==> config.mk <==
export PLATFORM = sky130hd
export DESIGN_NAME = result_to_digits
export DESIGN_NICKNAME = d
export VERILOG_FILES = /design/src/rtl/calc_pkg.sv /design/src/rtl/bcd_add3.sv /design/src/rtl/result_to_digits.sv
export SDC_FILE = /design/constraint.sdc
export NUM_CORES = 1
export LEC_CHECK = 0
export ABC_CLOCK_PERIOD_IN_PS = 3000
export CAP_MARGIN = 15
export CORE_MARGIN = 2
export CORE_UTILIZATION = 36
export CTS_BUF_LIST = sky130_fd_sc_hd__clkbuf_8
export CTS_CLUSTER_SIZE = 20
export DETAILED_ROUTE_END_ITERATION = 10
export SYNTH_ARGS = -nofsm -noshare
export SYNTH_HDL_FRONTEND = slang
export SYNTH_HIERARCHICAL = 1
export SYNTH_SLANG_ARGS = --single-unit
==> constraint.sdc <==
create_clock -name clk -period 3 [get_ports clk]
set_input_delay 0.3 -clock clk [delete_from_list [all_inputs] [get_ports clk]]
set_output_delay 0.3 -clock clk [all_outputs]
set_load 0.01 [all_outputs]
==> src/rtl/calc_pkg.sv <==
// Shared calculator definitions: display code values, operator codes and the
// state type of the result-to-digits converter.
package calc_pkg;

    localparam int CODE_W = 6;

    localparam logic [CODE_W-1:0] DIGIT_BLANK = 6'd10;
    localparam logic [CODE_W-1:0] OP_ADD      = 6'd11;
    localparam logic [CODE_W-1:0] OP_SUB      = 6'd12;
    localparam logic [CODE_W-1:0] OP_MUL      = 6'd13;
    localparam logic [CODE_W-1:0] OP_DIV      = 6'd14;
    localparam logic [CODE_W-1:0] DIGIT_MINUS = 6'd15;
    localparam logic [CODE_W-1:0] DIGIT_ERR   = 6'd16;

    typedef enum logic [1:0] {
        IDLE   = 2'd0,
        PREP   = 2'd1,
        SHIFT  = 2'd2,
        FORMAT = 2'd3
    } state_t;

    // A BCD nibble maps directly onto the digit codes 0-9.
    function automatic logic [CODE_W-1:0] nib_to_code(input logic [3:0] nib);
        return {{(CODE_W-4){1'b0}}, nib};
    endfunction

endpackage

==> src/rtl/bcd_add3.sv <==
// Double-dabble nibble corrector: a BCD digit of 5 or more gets +3 so the
// following left shift carries correctly into the next decimal digit.
module bcd_add3 (
    input  logic [3:0] i_nib,
    output logic [3:0] o_nib
);

    // Correct the nibble before it is doubled by the shift.
    assign o_nib = (i_nib >= 4'd5) ? i_nib + 4'd3 : i_nib;

endmodule

==> src/rtl/result_to_digits.sv <==
// Sequential binary-to-display converter. Takes the calculator result,
// resolves sign and range, runs a double-dabble over the magnitude and
// registers four display codes (dig3 = thousands / sign, dig0 = ones).
module result_to_digits
    import calc_pkg::*;
#(
    parameter int IN_W          = 14,
    parameter bit BLANK_LEADING = 1'b1
) (
    input  logic              clk,
    input  logic              reset_n,
    input  logic              start,
    input  logic              signed_mode,
    input  logic [IN_W-1:0]   total,
    output logic              busy,
    output logic              done,
    output logic              err,
    output logic [CODE_W-1:0] dig3,
    output logic [CODE_W-1:0] dig2,
    output logic [CODE_W-1:0] dig1,
    output logic [CODE_W-1:0] dig0
);

    localparam int              SH_W  = 16 + IN_W;
    localparam int              CNT_W = $clog2(IN_W);
    localparam logic [CNT_W-1:0] LAST = CNT_W'(IN_W - 1);

    state_t                        r_state, w_next;
    logic [IN_W-1:0]               r_total;
    logic                          r_signed;
    logic                          r_neg, r_ovf;
    logic [SH_W-1:0]               r_sh;
    logic [CNT_W-1:0]              r_cnt;
    logic                          r_done, r_err;
    logic [3:0][CODE_W-1:0]        r_dig;

    logic                          w_neg, w_ovf;
    logic [IN_W-1:0]               w_mag;
    logic [3:0][3:0]               w_corr;
    logic [3:0][3:0]               w_bcd;
    logic [SH_W-1:0]               w_adj;
    logic [3:0][CODE_W-1:0]        w_code;
    logic                          w_busy, w_cap, w_load, w_shift, w_fmt;

    // Sign and range of the latched operand; only consumed in PREP.
    always_comb begin
        w_neg = r_signed & r_total[IN_W-1];
        w_mag = w_neg ? ({IN_W{1'b0}} - r_total) : r_total;
        w_ovf = w_neg ? (w_mag > IN_W'(999)) : (w_mag > IN_W'(9999));
    end

    // One corrector per BCD digit of the shift register.
    for (genvar g = 0; g < 4; g++) begin : g_add3
        bcd_add3 u_add3 (
            .i_nib (r_sh[IN_W + 4*g +: 4]),
            .o_nib (w_corr[g])
        );
    end

    assign w_adj = {w_corr, r_sh[IN_W-1:0]};
    assign w_bcd = r_sh[SH_W-1 -: 16];

    // State register.
    always_ff @(posedge clk or negedge reset_n) begin
        if (!reset_n) r_state <= IDLE;
        else          r_state <= w_next;
    end

    // Next-state: fixed walk through the phases; start only matters in IDLE.
    always_comb begin
        w_next = r_state;
        case (r_state)
            IDLE:    if (start) w_next = PREP;
            PREP:    w_next = SHIFT;
            SHIFT:   if (r_cnt == LAST) w_next = FORMAT;
            FORMAT:  w_next = IDLE;
            default: w_next = IDLE;
        endcase
    end

    // Per-state control strobes.
    always_comb begin
        w_busy  = (r_state != IDLE);
        w_cap   = (r_state == IDLE) & start;
        w_load  = (r_state == PREP);
        w_shift = (r_state == SHIFT);
        w_fmt   = (r_state == FORMAT);
    end

    // Digit codes from the final BCD value, with blanking, sign and error.
    always_comb begin
        for (int i = 0; i < 4; i++) w_code[i] = nib_to_code(w_bcd[i]);
        if (BLANK_LEADING) begin
            if (w_bcd[3] == 4'd0)                                         w_code[3] = DIGIT_BLANK;
            if (w_bcd[3] == 4'd0 && w_bcd[2] == 4'd0)                     w_code[2] = DIGIT_BLANK;
            if (w_bcd[3] == 4'd0 && w_bcd[2] == 4'd0 && w_bcd[1] == 4'd0) w_code[1] = DIGIT_BLANK;
        end
        if (r_neg) w_code[3] = DIGIT_MINUS;
        if (r_ovf) begin
            for (int i = 0; i < 4; i++) w_code[i] = DIGIT_ERR;
        end
    end

    // Operand capture, magnitude load and the shift/correct iterations.
    always_ff @(posedge clk or negedge reset_n) begin
        if (!reset_n) begin
            r_total  <= '0;
            r_signed <= 1'b0;
            r_neg    <= 1'b0;
            r_ovf    <= 1'b0;
            r_sh     <= '0;
            r_cnt    <= '0;
        end else begin
            if (w_cap) begin
                r_total  <= total;
                r_signed <= signed_mode;
            end
            if (w_load) begin
                r_neg <= w_neg;
                r_ovf <= w_ovf;
                r_sh  <= {16'b0, w_mag};
                r_cnt <= '0;
            end
            if (w_shift) begin
                r_sh  <= {w_adj[SH_W-2:0], 1'b0};
                r_cnt <= r_cnt + CNT_W'(1);
            end
        end
    end

    // Display outputs update only at the end of FORMAT, with a one-cycle done.
    always_ff @(posedge clk or negedge reset_n) begin
        if (!reset_n) begin
            r_done <= 1'b0;
            r_err  <= 1'b0;
            r_dig  <= {4{DIGIT_BLANK}};
        end else begin
            r_done <= w_fmt;
            if (w_fmt) begin
                r_err <= r_ovf;
                r_dig <= w_code;
            end
        end
    end

    assign busy = w_busy;
    assign done = r_done;
    assign err  = r_err;
    assign dig3 = r_dig[3];
    assign dig2 = r_dig[2];
    assign dig1 = r_dig[1];
    assign dig0 = r_dig[0];

endmodule
# After elaboration in Yosys (flattened, before gate mapping)
# Cells that the tools add are included.
# totals
regBits	79
input_bits	18
out_inout_bits	27
wordCells	60
# classes
addsub	6
order_cmp	6
eq_ne	6
n_mux	18
n_bitwise	2
n_reduce_logical	9
# ops
cell	n
$mux W30	2
$mux W4	9
$mux W24	1
$ge A4 B3 Y1 const B	4
$gt A14 B10 Y1 const B	1
$gt A14 B14 Y1 const B	1
$mux W14	1
$sub A1 B14 Y14 const A	1
$add A4 B2 Y4 const B	3
$logic_not A4 Y1	3
$pmux W2 S4	1
$add A4 B1 Y4 const B	1
$eq A2 B2 Y1 const B	2
$eq A4 B4 Y1 const B	1
$mux W2	2
$reduce_bool A2 Y1	2
$add A3 B2 Y3 const B	1
$mux W3	1
$and A1 B1 Y1	2
$eq A2 B1 Y1 const B	1
$logic_and A1 B1 Y1	2
$logic_not A2 Y1	1
$ne A2 B1 Y1 const B	1
$ne A2 B2 Y1 const B	1
2 further kinds	2

# Longest topological paths before layout
# logic_depth
ltp_word	5
depth_mapped	8
depth_no_buf	8

# Hierarchy
# The synthesis kept the hierarchy.
# modules_own_cells
module	n_inst	cells_each	area_each_um2	seq_area_each_um2
result_to_digits	1	361	3661.0	1786.7
bcd_add3	4	16	101.3	0.0

# Worst setup path before layout
# OpenSTA, ideal clock, no wires.
# synth_timing
path_type	register to register
startpoint	register r_total[0]
endpoint	register r_ovf
t_arrival_ns	1.668
t_required_ns	2.858
path_slack_ns	1.190
path_stages_with_launch	9
n_path_buf	0
period_less_slack_ns	1.810
path_cell_list	dfrtp_1 -> inv_1 -> ha_1 -> nor4b_4 -> nand4b_1 -> a211oi_2 -> o221ai_2 -> a31oi_1 -> o221ai_1
# synth_between
elab_chain_len	4
word_cells_on_any_way	5
classes_between	add/sub (1); order compare (2); mux (2)
# synth_lines
item	line	source
start, declared	result_to_digits.sv:29	logic [IN_W-1:0] r_total;
start signal, assigned	result_to_digits.sv:115	r_total <= total;
$sub A1 B14 Y14	result_to_digits.sv:48	w_mag = w_neg ? ({IN_W{1'b0}} - r_total) : r_total;
$mux W14 *	result_to_digits.sv:48	
$gt A14 B14 Y1 or $gt A14 B10 Y1 (tied branches)	result_to_digits.sv:49	w_ovf = w_neg ? (w_mag > IN_W'(999)) : (w_mag > IN_W'(9999));
$mux W1 *	result_to_digits.sv:49	
end signal, assigned	result_to_digits.sv:120	r_ovf <= w_ovf;
end, declared	result_to_digits.sv:31	logic r_neg, r_ovf;
# Every way passes the cells marked *; elsewhere a longest branch is shown, timed or not.
# A chain may end at the register's enable or synchronous reset.

# Final worst setup path
# Ends and elaborated chain as after synthesis.

==> results_dict.tcl <==
set metrics [dict create \
    cts_sinks 71 \
    ant_nets 0 \
    dieArea_um2 12100 \
    drt_iter0_drc 116 \
    setup_viol 0 \
    path_max_fanout 5 \
    clock_latency_ns 0.35 \
    antenna_found_initial 0 \
    io_pins 45 \
    hold_viol_final 0 \
    gp_congestion 0.841 \
    status "finished clean" \
    power.density_nw_per_um2 973 \
    drc 0 \
    routed_wirelength_mm 8.05 \
    final_nets 487 \
    cp-end-kind "register" \
    nFillCells 1049 \
    grt_pass1_wl_mm 14.0 \
    syn_area_um2 4050 \
    synth.avg_cell_area_um2 9.61 \
    crit_slowest_cell "dfrtp_1" \
    wl_per_cell_um 13.5 \
    period_needed_ns 2.10 \
    grt_pass1_vias 2928 \
    hp-class "register to register" \
    dp_hpwl_mm 5.59 \
    yosys_warnings 6 \
    drv_slew 0 \
    dr_total_vias 3019 \
    worstMarginPinSlew_ns 0.959 \
    drt-vias-per-instance 5.05 \
    initial_core_util_pct 37.2 \
    max_freq_mhz 476 \
    drt_first_pass_iters 4 \
    r2r_cells 8 \
    worstPathArrival_ns 2.31 \
    ir_drop_v 0.000469 \
    root_buffer "clkbuf_8" \
    slew_headroom_pct 36.1 \
    dieHeight_um 110 \
    drive_gt1_share_pct 17.7 \
    syn_inst 421 \
    whs_path_depth 2 \
    num_antenna_cells 0 \
    grt_max_degree 44 \
    numCtsBuffers 9 \
    cap_violations 0 \
    syn_to_final_growth_pct 17.7 \
    rsz0062_at_grt "false" \
    cts_tree "yes" \
    port_buffers 40 \
    fin_skew_ns 0.00850 \
    power.leakage_uw 0.00200 \
    grt_use_total_pct 14.8 \
    grt_overflow 0 \
    clock_tree.buffer_depth 2 \
    die_width_um 110 \
    path_class "register to register" \
    cp_cell_sequence "inv_1 > ha_1 > nor4b_4 > nand4b_1 > a211oi_2 > o221ai_2 > a31oi_1 > o221ai_1" \
    finalCritPeriodShare_pct 70.0 \
    path_clk_slew_ns 0.08 \
    worstSetupStartpointType "register" \
    total_power_uw 4640 \
    placementRows 38 \
    critPathMaxStageDelay_ns 0.42 \
    core_um2 10900 \
    required_ns 3.21 \
    setup_tns_ns 0 \
    ctsHtreeMaxLevel 3 \
    final_util_pct 43.8 \
]
## worst max-delay path, delay by kind of cell (launching register included)
kind,cells,cell delay (ns)
AO/OA/AOI/OAI,4,0.71
adder cells (fa/ha/maj),1,0.25
AND/OR/NAND/NOR,2,0.50
buffers and inverters,1,0.10
flip-flops,1,0.42
## layer usage
layer,vias up,global-route usage [%],wire length (um)
li1,1505,-,-
met5,-,0,0
met4,0,5.61,125
met2,62,24.1,3790
met3,11,3.53,298
met1,1441,19.1,3840
## cells in the final DEF, fill, tap and decap left out, types with 3 or more instances in the layout
cell and instances:
dfrtp_1 63, o21ai_0 42, nand2_1 40, clkdlybuf4s50_1 39, inv_1 38, mux2_2 32
nand3_1 27, ha_1 16, nor2_1 15, a21oi_1 13, xnor2_1 10, nand2b_1 9
clkbuf_8 9, nor2b_1 8, a31o_2 8, dfstp_2 8, mux2i_1 7, xor2_1 6
o21ai_1 6, buf_4 5, conb_1 4, a21oi_2 4, nor4_1 3, and2_1 3
o31ai_1 3, nor3_1 3, a31oi_1 3
## layout make-up
type,count,area (um^2),share of cell area [%]
clock buffer,9,124,2.60
clock inverter,7,88.8,1.86
inverter,37,139,2.91
multi-input combinational,287,1990,41.7
sequential,71,1790,37.5
tap,140,175,3.68
timing repair buffer,47,463,9.72
## stage by stage
step | setup WS (ns) | instance area [um^2] | hold slack [ns] | instances
after detailed placement | 0.989 | 4540 | 0.373 | 581
after global placement | 1.07 | 4540 | 0.368 | 581
after CTS | 0.958 | 4760 | 0.486 | 598
after global routing | 0.722 | 4760 | 0.526 | 598
after floorplan | 1.19 | 4060 | 0.00441 | 424
final | 0.900 | 4760 | 0.483 | 598
## final timing paths
kind	from	to	slack (ns)
hold / removal	r_sh[0]	r_sh[0]	0.48
setup reg to reg	r_total[0]	r_ovf	0.90
setup / recovery	r_total[0]	r_ovf	0.90
min in group asynchronous	reset_n	r_sh[17]	0.52
hold reg to reg	r_sh[0]	r_sh[0]	0.48
max in group asynchronous	reset_n	dig0[1]	1.78
## power by group
group	internal (uW)	switching (uW)	leakage (uW)	total, uW
sequential	1310	394	0.000895	1710
clock	462	363	0.000106	824
combinational	1010	1100	0.00100	2100
total	2780	1850	0.00200	4640
## sequential cells by signal, summed over array words and instances (netlist names)
register and count:
dig1 4, r_sh 30, dig0 4, r_state 2, r_signed 1, dig2 5
dig3 4, r_ovf 1, r_neg 1, done 1, r_total 14, r_cnt 4
## timing repair
item,CTS,global route
endpoints found under the hold margin,20,0
hold buffers,1,0
buffers inserted,0,0
resized for setup,0,0
Power figures use the tool's default switching activity.
